===== src/rtl/regfile_wb_arbiter.sv =====
// Round-robin writeback arbiter for the single register-file write port,
// with a registered write stage and a per-register pending-write scoreboard.
module regfile_wb_arbiter #(
  parameter int ADDR_WIDTH = 5,
  parameter int DATA_WIDTH = 32
) (
  input  logic                  clk,
  input  logic                  rst_n,
  input  logic                  req0_valid,
  input  logic [ADDR_WIDTH-1:0] req0_addr,
  input  logic [DATA_WIDTH-1:0] req0_data,
  output logic                  req0_ready,
  input  logic                  req1_valid,
  input  logic [ADDR_WIDTH-1:0] req1_addr,
  input  logic [DATA_WIDTH-1:0] req1_data,
  output logic                  req1_ready,
  input  logic                  iss_valid,
  input  logic [ADDR_WIDTH-1:0] iss_addr,
  input  logic                  flush,
  input  logic [ADDR_WIDTH-1:0] chk_addr1,
  input  logic [ADDR_WIDTH-1:0] chk_addr2,
  output logic                  chk_busy1,
  output logic                  chk_busy2,
  output logic                  rf_wen,
  output logic [ADDR_WIDTH-1:0] rf_waddr,
  output logic [DATA_WIDTH-1:0] rf_wdata
);

  localparam int NREG = 2 ** ADDR_WIDTH;

  logic                  prio_q, prio_d;
  logic                  hs0, hs1;
  logic [ADDR_WIDTH-1:0] win_addr;
  logic [DATA_WIDTH-1:0] win_data;
  logic                  rf_wen_q, rf_wen_d;
  logic [ADDR_WIDTH-1:0] rf_waddr_q, rf_waddr_d;
  logic [DATA_WIDTH-1:0] rf_wdata_q, rf_wdata_d;
  logic [NREG-1:0]       busy_q, busy_d;

  assign req0_ready = !(req1_valid && prio_q);
  assign req1_ready = !(req0_valid && !prio_q);

  assign hs0 = req0_valid && req0_ready;
  assign hs1 = req1_valid && req1_ready;

  assign win_addr = hs1 ? req1_addr : req0_addr;
  assign win_data = hs1 ? req1_data : req0_data;

  always_comb begin
    prio_d = prio_q;
    unique case (1'b1)
      hs0:     prio_d = 1'b1;
      hs1:     prio_d = 1'b0;
      default: prio_d = prio_q;
    endcase
  end

  // x0 writes are consumed but never reach the register file
  always_comb begin
    rf_wen_d   = (hs0 || hs1) && (win_addr != '0);
    rf_waddr_d = rf_wen_d ? win_addr : rf_waddr_q;
    rf_wdata_d = rf_wen_d ? win_data : rf_wdata_q;
  end

  // retire, then a newer issue re-sets, then flush wipes everything
  always_comb begin
    busy_d = busy_q;
    if (rf_wen_q)
      busy_d[rf_waddr_q] = 1'b0;
    if (iss_valid && (iss_addr != '0))
      busy_d[iss_addr] = 1'b1;
    if (flush)
      busy_d = '0;
    busy_d[0] = 1'b0;
  end

  always_ff @(posedge clk or negedge rst_n) begin
    if (!rst_n) begin
      prio_q     <= 1'b0;
      rf_wen_q   <= 1'b0;
      rf_waddr_q <= '0;
      rf_wdata_q <= '0;
      busy_q     <= '0;
    end else begin
      prio_q     <= prio_d;
      rf_wen_q   <= rf_wen_d;
      rf_waddr_q <= rf_waddr_d;
      rf_wdata_q <= rf_wdata_d;
      busy_q     <= busy_d;
    end
  end

  assign chk_busy1 = busy_q[chk_addr1];
  assign chk_busy2 = busy_q[chk_addr2];

  assign rf_wen   = rf_wen_q;
  assign rf_waddr = rf_waddr_q;
  assign rf_wdata = rf_wdata_q;

endmodule


===== config.mk =====
export PLATFORM = sky130hd
export DESIGN_NAME = regfile_wb_arbiter
export DESIGN_NICKNAME = d
export VERILOG_FILES = /design/src/rtl/regfile_wb_arbiter.sv
export SDC_FILE = /design/constraint.sdc
export NUM_CORES = 1
export LEC_CHECK = 0
export CORE_MARGIN = 3
export CORE_UTILIZATION = 46
export CTS_CLUSTER_DIAMETER = 100
export DETAILED_ROUTE_END_ITERATION = 16
export PLACE_DENSITY_LB_ADDON = 0.05
export SYNTH_ARGS = -nofsm -noshare
export SYNTH_HDL_FRONTEND = slang
export SYNTH_SLANG_ARGS = --single-unit

===== constraint.sdc =====
create_clock -name clk -period 2.5 [get_ports clk]
set_input_delay 0.5 -clock clk [delete_from_list [all_inputs] [get_ports clk]]
set_output_delay 0.5 -clock clk [all_outputs]
set_load 0.05 [all_outputs]

Yosys cells after proc, flatten, opt, wreduce, memory -nomap -nowiden

Cells that the tools add are included.

Flip-flop bits (word level): 70
Input bits: 95
Output and inout bits: 42
Logic and storage cells: 43

Magnitude comparators: 6
Mux-type cells: 14
Bitwise logic cells: 3
Reductions and logical operators: 15

Operators by type and width:

| kind                 | count |
|---|---|
| $mux W32             | 4 |
| $and A32 B32 Y32     | 1 |
| $not A32 Y32         | 1 |
| $or A32 B32 Y32      | 1 |
| $lt A5 B6 Y1 const B | 4 |
| $bmux W1 S5          | 2 |
| $demux W1 S5         | 2 |
| $ge A5 B1 Y1 const B | 2 |
| $reduce_bool A5 Y1   | 2 |
| $logic_and A1 B1 Y1  | 8 |
| $mux W5              | 1 |
| $mux W1              | 4 |
| $logic_not A1 Y1     | 3 |
| $pmux W1 S2          | 1 |
| $reduce_bool A2 Y1   | 1 |
| $logic_or A1 B1 Y1   | 1 |

Longest topological paths before layout

Gate-level depths: netlist (run 1).

Depth in word-level cells: 10
Depth in mapped cells: 8
Depth with buffers taken out: 6

Worst setup path before layout (run 1)

OpenSTA, ideal clock, no wires.

Kind: in2out
Start: in chk_addr1[1]
End: out chk_busy1
Arrival: 2.021 ns
Required time: 2.000 ns
Path slack: -0.021 ns
Stages on the path: 5
Buffers on the path: 1
Cell sequence: clkbuf_1 mux4_2 mux2i_1 nor3_1 or3_1

Cells in the longest elaborated chain, start to end: 2

RTL lines:

| what                          | RTL line | source |
|---|---|---|
| from (decl)                   | 20       | `input logic [ADDR_WIDTH-1:0] chk_addr1,` |
| $bmux W1 S5                   | 93       | `assign chk_busy1 = busy_q[chk_addr1];` |
| $mux W1 (not written as such) | 93       |  |
| to (decl)                     | 22       | `output logic chk_busy1,` |

No other way between the ends. The select of a mux whose other input is x is not followed.

Worst setup path after layout (run 1)

Start: reg busy_q[23]
End: out chk_busy1

Cells in the longest elaborated chain, start to end: 2

RTL lines:

| what                          | RTL line | source |
|---|---|---|
| from (decl)                   | 38       | `logic [NREG-1:0] busy_q, busy_d;` |
| from (signal assigned)        | 89       | `busy_q <= busy_d;` |
| $bmux W1 S5                   | 93       |  |
| $mux W1 (not written as such) | 93       |  |

No other way between the ends. The select of a mux whose other input is x is not followed.

==> results of run 1 <==
[timing repair]
item                       CTS  global route
hold buffers                 0             0
gates resized for setup     27             0
setup buffers                2             0
setup endpoints to repair    2             2
pin swaps                    2             0
[worst reg2reg max path, cell delays in order, from the launching register on]
cell and delay, ns:
dfrtp_1 0.39, and2b_1 0.27, inv_2 0.10, a211oi_2 0.31, o211ai_2 0.13, and2_4 0.36, o22ai_1 0.22
[synthesized netlist by cell type, types with 8 or more instances]
cell type / n
dfrtp_1: 70
a21oi_2: 29
a21oi_1: 73
nand3_1: 12
nor2_1: 8
mux2i_1: 56
clkbuf_1: 18
o21ai_0: 38
nand2_1: 39
[worst paths after layout]
| path | startpoint | endpoint | depth (start not counted) |
|---|---|---|---|
| worst min register to register | prio_q | prio_q | 1 |
| worst max-delay path | busy_q[23] | chk_busy1 | 5 |
| worst max register to register | prio_q | rf_waddr[1] | 6 |
| max in group asynchronous | rst_n | rf_waddr[2] | 2 |
| worst min-delay path | rst_n | rf_wdata[29] | 2 |
| min in group clk | prio_q | prio_q | 1 |
[metal layers]
| layer | track usage, % | routed length (um) |
|---|---|---|
| met5 | 0 | 0 |
| met4 | 5.777 | 85 |
| met3 | 7.505 | 941 |
| met2 | 38.07 | 5671 |
| met1 | 28.96 | 4545 |
[per-stage QoR]
stage	hold slack (ns)	util, %	worst slack, ns
after floorplan	0.2044	-	0.08397
after global placement	0.4782	67.35	-0.3967
after detailed placement	0.4843	67.35	-0.4225
after CTS	0.1858	70.79	0.004996
after global routing	0.1970	70.79	-0.08924
final	0.1404	70.79	0.002735
[area by class of cell]
type                    count  area (um^2)
fillers                   659         2449
multi-input cells         317         2182
flip-flops and latches     70         1752
repair buffers            160         1598
clock buffers              11        151.4
well taps                 105        131.4
clock inverters             5        103.9
inverters                   4        15.01
[placed cells by master, fill, tap and decap left out, types with 8 or more instances in the layout]
cell type        netlist  routed
a21oi_2               29      29
nand2_1               39      38
buf_4                  0      20
clkdlybuf4s50_1        0     123
mux2i_1               56      55
nand3_1               12      12
nor2_1                 8       8
dfrtp_1               70      70
a21oi_1               73      73
o21ai_0               38      37
clkbuf_8               0      11
[cells by family after synthesis]
logic type	count (synthesis)	synth area share, %
flip-flops	70	43.17
AO/OA/AOI/OAI	155	23.03
multiplexers	62	17.14
buffers and inverters	32	3.885
AND/OR/NAND/NOR	100	12.77
[sequential cells by signal, indices dropped and copies added, names as in the netlist]
register  count
rf_wdata     32
busy_q       31
rf_waddr      5
prio_q        1
rf_wen        1
[power by group]
| part | switching (uW) | total, uW | internal (uW) |
|---|---|---|---|
| registers | 64.4 | 1280 | 1220 |
| clock network | 447 | 1170 | 720 |
| logic | 631 | 1080 | 452 |
| total | 1140 | 3530 | 2390 |
==> metrics, run 1 <==
clock sink total 70; Slew @ Worst Pin 0.5483 ns; worst path required time 2.00 ns; delay-heaviest family, CP multiplexers; Routed Antenna Nets 0; Synth Flop Type dfrtp_1; DR vias/cell 5.710; first-pass iteration count of the detailed router 5; startpoint types flop; endpoints failing setup 0; Layout Cells excl Fill 672; via count 3837; CP Data Arrival Time 2.00 ns; Period minus WS final 2.497 ns; slowest CP cell mux4_2; antenna cells 0; layout cells sized above 1 17.11%; Site Rows 33; H-tree Lvls 3; ys async rst share 100.0%; Max stage delay on crit path 0.48 ns; grt total ovfl 0; Die X 99.92 um; CP Class reg -> out; Root Buffer clkbuf_8; max-slew violations 0; EDFF count, synth 0; CTS Buffer Depth 2; nets 657; CTS tree yes; DRC 0; slew margin rel. 63.33%; largest net degree at the start of global routing 71; Mapped Nets 514; Post-Syn Instances 419; Ports 137; final hold vios 0; number of global-route vias before repair 3842; clk_lat worst skew 0.34 ns; max_cap viols 0; Post-Route WL 11.24 mm; Placed Instances 654; largest area contributor in the netlist dfrtp_1; Seq/Total Area, Yosys 43.17%; CTS buffer count 9; power density over the cells 595.2 nW/um^2; Synth Area per Inst 9.684 um^2; Clock Pin Slew Worst Setup and Hold Paths 0.09 ns; hpwl dp 8.297 mm; Final Total Pwr 3531 uW; Die H 99.92 um; Setup Skew 0.01691 ns; DR WL/cell 16.73 um; first-pass GRT wire length 18.55 mm; yosys warns 0; Placed Instance Area 5645 um^2; Area Overhead vs Synth 46.22%; RSZ-0062 raised after global routing yes; f_max 400.4 MHz; synth top area cells dfrtp_1, mux2i_1, a21oi_1; worst-path fanout max 3; Critical Path Sink Type output pin; synthesized flop and latch total 70; initial DRC count 286; outcome finished clean; worst path cell trace mux4_2 -> mux2i_1 -> nor3b_1 -> or3_4 -> buf_6; DIE AREA 9984 um^2; Static Leak 0.002474 uW; WP buf/inv 1; fin crit share 99.89%; starting density of the core 48.41%; top cell type's share of synthesized area 43.17%; Total Negative Setup Slacks 0 ns; Final Cell Area 5933 um^2; internal reg-to-reg setup slack 0.63 ns; all-layer global routing usage 22.91%; core area 8382 um^2; PortBufs 136; IR drop worst, VDD 484.4 uV; Post-Syn Area 4058 um^2; antenna violations before repair 0; Distinct cells, synth 36; Hold Path Class in -> async; Placer Congestion 0.8413
(Power assumes the default switching activity.)
==> inputs of run 2 (changes only) <==
--- a/config.mk
+++ b/config.mk
@@ -5,8 +5,9 @@
 export SDC_FILE = /design/constraint.sdc
 export NUM_CORES = 1
 export LEC_CHECK = 0
-export CORE_MARGIN = 3
-export CORE_UTILIZATION = 46
+export ABC_AREA = 1
+export CORE_MARGIN = 2
+export CORE_UTILIZATION = 47
 export CTS_CLUSTER_DIAMETER = 100
 export DETAILED_ROUTE_END_ITERATION = 16
 export PLACE_DENSITY_LB_ADDON = 0.05
==> run 2 against run 1 <==
Compared with the run above:
- critical path type is now in -> out
- cell count rose by 30%
- sequential share of layout area shrank 0.16 points
- first-iteration DRC count fell by 7.0%
- synthesized area grew 2.7%
- clock power shrank 16%
- worst hold slack better by 0.023 ns
- sequential power hardly changed
- fmax up 5.0%
- critical path depth up 3
- global-route usage grew 3.3 points
==> metrics, run 2 <==
worst path required time 2.00 ns; fin crit share 95.15%; Post-CTS Setup Bufs 0; CTS tree yes; CTS resizes 0; Slew @ Worst Pin 0.6265 ns; antenna cells 0; ys async rst share 100.0%; Placer Congestion 0.9580; final hold vios 0; clk_lat worst skew 0.34 ns; slew margin rel. 58.24%; commonest non-fill, non-tap cell in the layout nand2_1; endpoints failing setup 0; first-pass GRT wire length 20.71 mm; Post-synth top cells nand2_1, nand3_1, dfrtp_1; PortBufs 136; synthesized flop and latch total 70; Setup Skew 0.008858 ns; Post-Route WL 12.64 mm; Site Rows 34; Clock Pin Slew Worst Setup and Hold Paths 0.08 ns; EDFF count, synth 0; outcome finished clean; Distinct cells, synth 21; Static Leak 0.002862 uW; critical path's most frequent cell nand2_1; Seq/Total Area, Yosys 42.04%; largest net degree at the start of global routing 46; CP Data Arrival Time 1.88 ns; Critical Path Sink Type output pin; most frequent cells in the layout nand2_1, nand3_1, clkdlybuf4s50_1; Die X 98.16 um; Mapped Nets 717; synth top area cells dfrtp_1, nand2_1, nand3_1; Hold Path Class in -> async; Routed Antenna Nets 0; f_max 420.4 MHz; Ports 137; max-slew violations 0; clock sink total 70; worst path cell trace clkdlybuf4s50_1 -> inv_1 -> nand3_1 -> nand3_1 -> nand2_1 -> nand2_1 -> nand2_1 -> buf_12; most frequent cell after synthesis nand2_1; Die H 98.16 um; worst-path fanout max 5; antenna violations before repair 0; startpoint types input port; starting density of the core 48.01%; Root Buffer clkbuf_8; all-layer global routing usage 26.19%; DRC 0; Placed Instances 854; CTS Buffer Depth 2; Post-Syn Area 4166 um^2; Layout Cells excl Fill 871; Synth Flop Type dfrtp_1; DIE AREA 9634 um^2; fill count 750; power density over the cells 570.7 nW/um^2; CTS buffer count 9; Post-Syn Instances 622; DR vias/cell 5.330; layout cells sized above 1 6.946%; Total Negative Setup Slacks 0 ns; largest area contributor in the netlist dfrtp_1; max reg flops 32; IR drop worst, VDD 291.5 uV; number of global-route vias before repair 4429; via count 4642; slowest CP cell clkdlybuf4s50_1; top cell type's share of synthesized area 42.04%; Area Overhead vs Synth 43.18%; Max stage delay on crit path 0.61 ns; hpwl dp 9.525 mm; Reg2Reg Depth 11; grt total ovfl 0; H-tree Lvls 3; core area 8678 um^2; yosys warns 0; Period minus WS final 2.379 ns; first-pass iteration count of the detailed router 5; RSZ-0062 raised after global routing no; initial DRC count 266; hold buffer count at cts 0; CP Class in -> out; max_cap viols 0; DR WL/cell 14.51 um; nets 854; Synth Area per Inst 6.699 um^2
run 2: cell types whose count changed after synthesis, moves of 29 or more:
| cell | previous run | this run |
|---|---|---|
| mux2i_1 | 56 | 0 |
| nand2_1 | 39 | 262 |
| nand3_1 | 12 | 131 |
| a21oi_2 | 29 | 0 |
| a21oi_1 | 73 | 31 |
| inv_1 | 3 | 38 |
run 2: worst paths after layout:
kind                              startpoint     endpoint  slack [ns]
worst max register to register        prio_q  rf_wdata[9]        0.79
max in group asynchronous              rst_n    busy_q[9]        1.68
min in group clk                 rf_wdata[5]  rf_wdata[5]        0.47
worst min-delay path                   rst_n       prio_q        0.16
worst max-delay path            chk_addr1[2]    chk_busy1        0.12
worst min register to register   rf_wdata[5]  rf_wdata[5]        0.47
run 2: kinds of logic after synthesis:
logic type / count (synthesis) / share of synthesized area (%)
AND/OR/NAND/NOR: 412 / 41.77
buffers and inverters: 73 / 7.778
flip-flops: 70 / 42.04
AO/OA/AOI/OAI: 67 / 8.408
run 2: area by class of cell:
class	count	area (um^2)	share of cell area [%]
Tap cell	108	135.1	2.265
Inverter	40	157.7	2.643
Multi-Input combinational cell	479	2091	35.05
Clock inverter	6	87.58	1.468
Clock buffer	9	123.9	2.076
Timing Repair inverter	2	15.01	0.2517
Timing Repair Buffer	157	1604	26.89
Sequential cell	70	1752	29.36
run 2: report_power, final:
| group | internal, uW | leakage, uW | switching (uW) | total (uW) |
|---|---|---|---|---|
| registers | 1220 | 0.000902 | 66.1 | 1290 |
| clock network | 556 | 0.000109 | 427 | 982 |
| logic | 434 | 0.00185 | 702 | 1140 |
| total | 2210 | 0.00286 | 1190 | 3400 |
run 2: critical path, delay by kind of cell:
| family | cells | cell delay (ns) |
|---|---|---|
| buf+inv | 3 | 0.93 |
| simple gates | 5 | 0.45 |
run 2: routing by layer:
layer | up-vias | share of wire, % | track usage, %
met4 | 0 | 3.7 | 10.75
met5 | - | 0 | 0
met3 | 43 | 8.0 | 6.943
li1 | 2294 | - | -
met2 | 192 | 48 | 43.47
met1 | 2113 | 40 | 32.59
run 2: per-stage QoR:
stage	util [%]	instance area (um^2)	setup WS, ns	hold WS, ns	power (uW)
6_report	68.74	5966	0.1212	0.1636	3405
5_1_grt	68.74	5966	0.02381	0.2028	3560
4_1_cts	68.34	5931	0.01633	0.1771	3420
3_5_place_dp	65.90	5719	0.02798	0.4574	2434
3_3_place_gp	65.90	5719	0.03684	0.4532	2422
2_1_floorplan	-	4167	0.3375	0.2044	1940
==> inputs of run 3 (changes only) <==
--- a/config.mk
+++ b/config.mk
@@ -11,6 +11,8 @@
 export CTS_CLUSTER_DIAMETER = 100
 export DETAILED_ROUTE_END_ITERATION = 16
 export PLACE_DENSITY_LB_ADDON = 0.05
+export SETUP_SLACK_MARGIN = 0.5
+export SLEW_MARGIN = 10
 export SYNTH_ARGS = -nofsm -noshare
 export SYNTH_HDL_FRONTEND = slang
 export SYNTH_SLANG_ARGS = --single-unit
==> run 3 against run 2 <==
Compared with the run above:
- die area did not move
- largest cell class unchanged
- clock power barely moved
- cell count rose by 0.23%
- combinational power fell by 4%
- cell area rose by 0.29%
- highest routed layer unchanged
- non-clock buffer count rose by 3
- register-to-register slack improved by 0.11 ns
- global-route usage rose by 1.4 points
- core utilization rose by 0.20 points
- critical path depth fell by 4
==> metrics, run 3 (same netlist as run 2, synthesis figures left out) <==
max reg flops 32; Total Negative Setup Slacks 0 ns; DIE AREA 9634 um^2; power density over the cells 560.1 nW/um^2; startpoint types input port; most frequent cells in the layout nand2_1, nand3_1, clkdlybuf4s50_1; fin crit share 79.15%; outcome finished clean; worst-path fanout max 10; Clock Pin Slew Worst Setup and Hold Paths 0.07 ns; Area Overhead vs Synth 43.60%; worst path required time 2.00 ns; Site Rows 34; hpwl dp 9.628 mm; f_max 505.4 MHz; clock sink total 70; starting density of the core 48.01%; grt total ovfl 0; commonest non-fill, non-tap cell in the layout nand2_1; nets 856; CTS buffer count 9; first-pass GRT wire length 22.01 mm; all-layer global routing usage 27.62%; Setup Skew 0.009475 ns; CTS tree yes; DR WL/cell 14.68 um; CP Data Arrival Time 1.48 ns; Routed Antenna Nets 0; Placer Congestion 0.9894; Die X 98.16 um; Period minus WS final 1.979 ns; layout cells sized above 1 9.804%; antenna cells 0; Critical Path Sink Type output pin; RSZ-0062 raised after global routing yes; max-slew violations 0; Placed Instances 854; CP Class in -> out; Post-Route WL 12.82 mm; slew margin rel. 59.24%; DR vias/cell 5.392; clk_lat worst skew 0.34 ns; initial DRC count 194; endpoints failing setup 0; Root Buffer clkbuf_8; H-tree Lvls 3; Slew @ Worst Pin 0.6114 ns; final hold vios 0; Final Cell Area 5983 um^2; IR drop worst, VDD 305.1 uV; via count 4707; hold buffer count at cts 0; max_cap viols 0; DRC 0; largest net degree at the start of global routing 46; PortBufs 136; number of global-route vias before repair 4755; Ports 137; Worst Slack Setup Final 0.5212 ns; Reg2Reg Depth 11; Hold Path Class in -> async; Final Total Pwr 3351 uW; Static Leak 0.002991 uW; CTS Buffer Depth 2; Layout Cells excl Fill 873; first-pass iteration count of the detailed router 4; dpl ws 0.007083 ns; core area 8678 um^2; antenna violations before repair 0; Placed Instance Area 5717 um^2; Die H 98.16 um
[run 3: changes by cell type in the layout (fill, tap and decap cells not counted), sizes merged]
| cell | before | now |
|---|---|---|
| clkdlybuf4s50 | 129 | 84 |
| clkinvlp | 4 | 2 |
| dlygate4sd2 | 0 | 39 |
| inv | 37 | 38 |
| clkbuf | 9 | 13 |
| buf | 26 | 31 |
[run 3: metrics by stage]
stage / hold slack (ns) / util, %
final: 0.1631 / 68.94
after global routing: 0.2144 / 68.94
after CTS: 0.1808 / 68.17
after detailed placement: 0.4598 / 65.87
after global placement: 0.4542 / 65.87
after floorplan: 0.2044 / -
[run 3: path summary, 6_finish.rpt]
| check | from | slack, ns | endpoint |
|---|---|---|---|
| worst min-delay path | rst_n | 0.16 | prio_q |
| max in group asynchronous | rst_n | 1.68 | rf_wdata[25] |
| worst max register to register | prio_q | 0.90 | rf_wdata[6] |
| min in group clk | rf_wdata[9] | 0.47 | rf_wdata[9] |
| worst max-delay path | req0_valid | 0.52 | req1_ready |
| worst min register to register | rf_wdata[9] | 0.47 | rf_wdata[9] |
[run 3: repair_timing]
action	CTS	global route
gates cloned	3	0
gates resized for setup	68	34
buffers inserted	0	1
hold endpoints to repair	0	0
endpoints found under the setup margin	43	37
pin swaps	0	12
[run 3: worst max-delay path: stages]
cell and delay (ns):
clkdlybuf4s50_1 0.50, nand2_2 0.13, buf_4 0.20, buf_12 0.15
[run 3: layout make-up]
class	instances	area (um^2)
inverters	40	161.4
clock inverters	6	87.58
well taps	108	135.1
fillers	760	2695
flip-flops and latches	70	1752
clock buffers	9	123.9
repair buffers	160	1578
multi-input cells	479	2138
repair inverters	1	7.507
[run 3: power breakdown]
group | internal (uW) | switching (uW)
Clock | 556 | 425
Sequential | 1220 | 63.4
Combinational | 383 | 704
[run 3: layer usage]
metal  up-vias  wire length [um]  global-route usage (%)
li1       2300                 -                       -
met1      2163              5118                   33.92
met2       201              6357                   47.42
met3        43               880                   5.512
met4         0               463                   11.91
met5         -                 0                       0
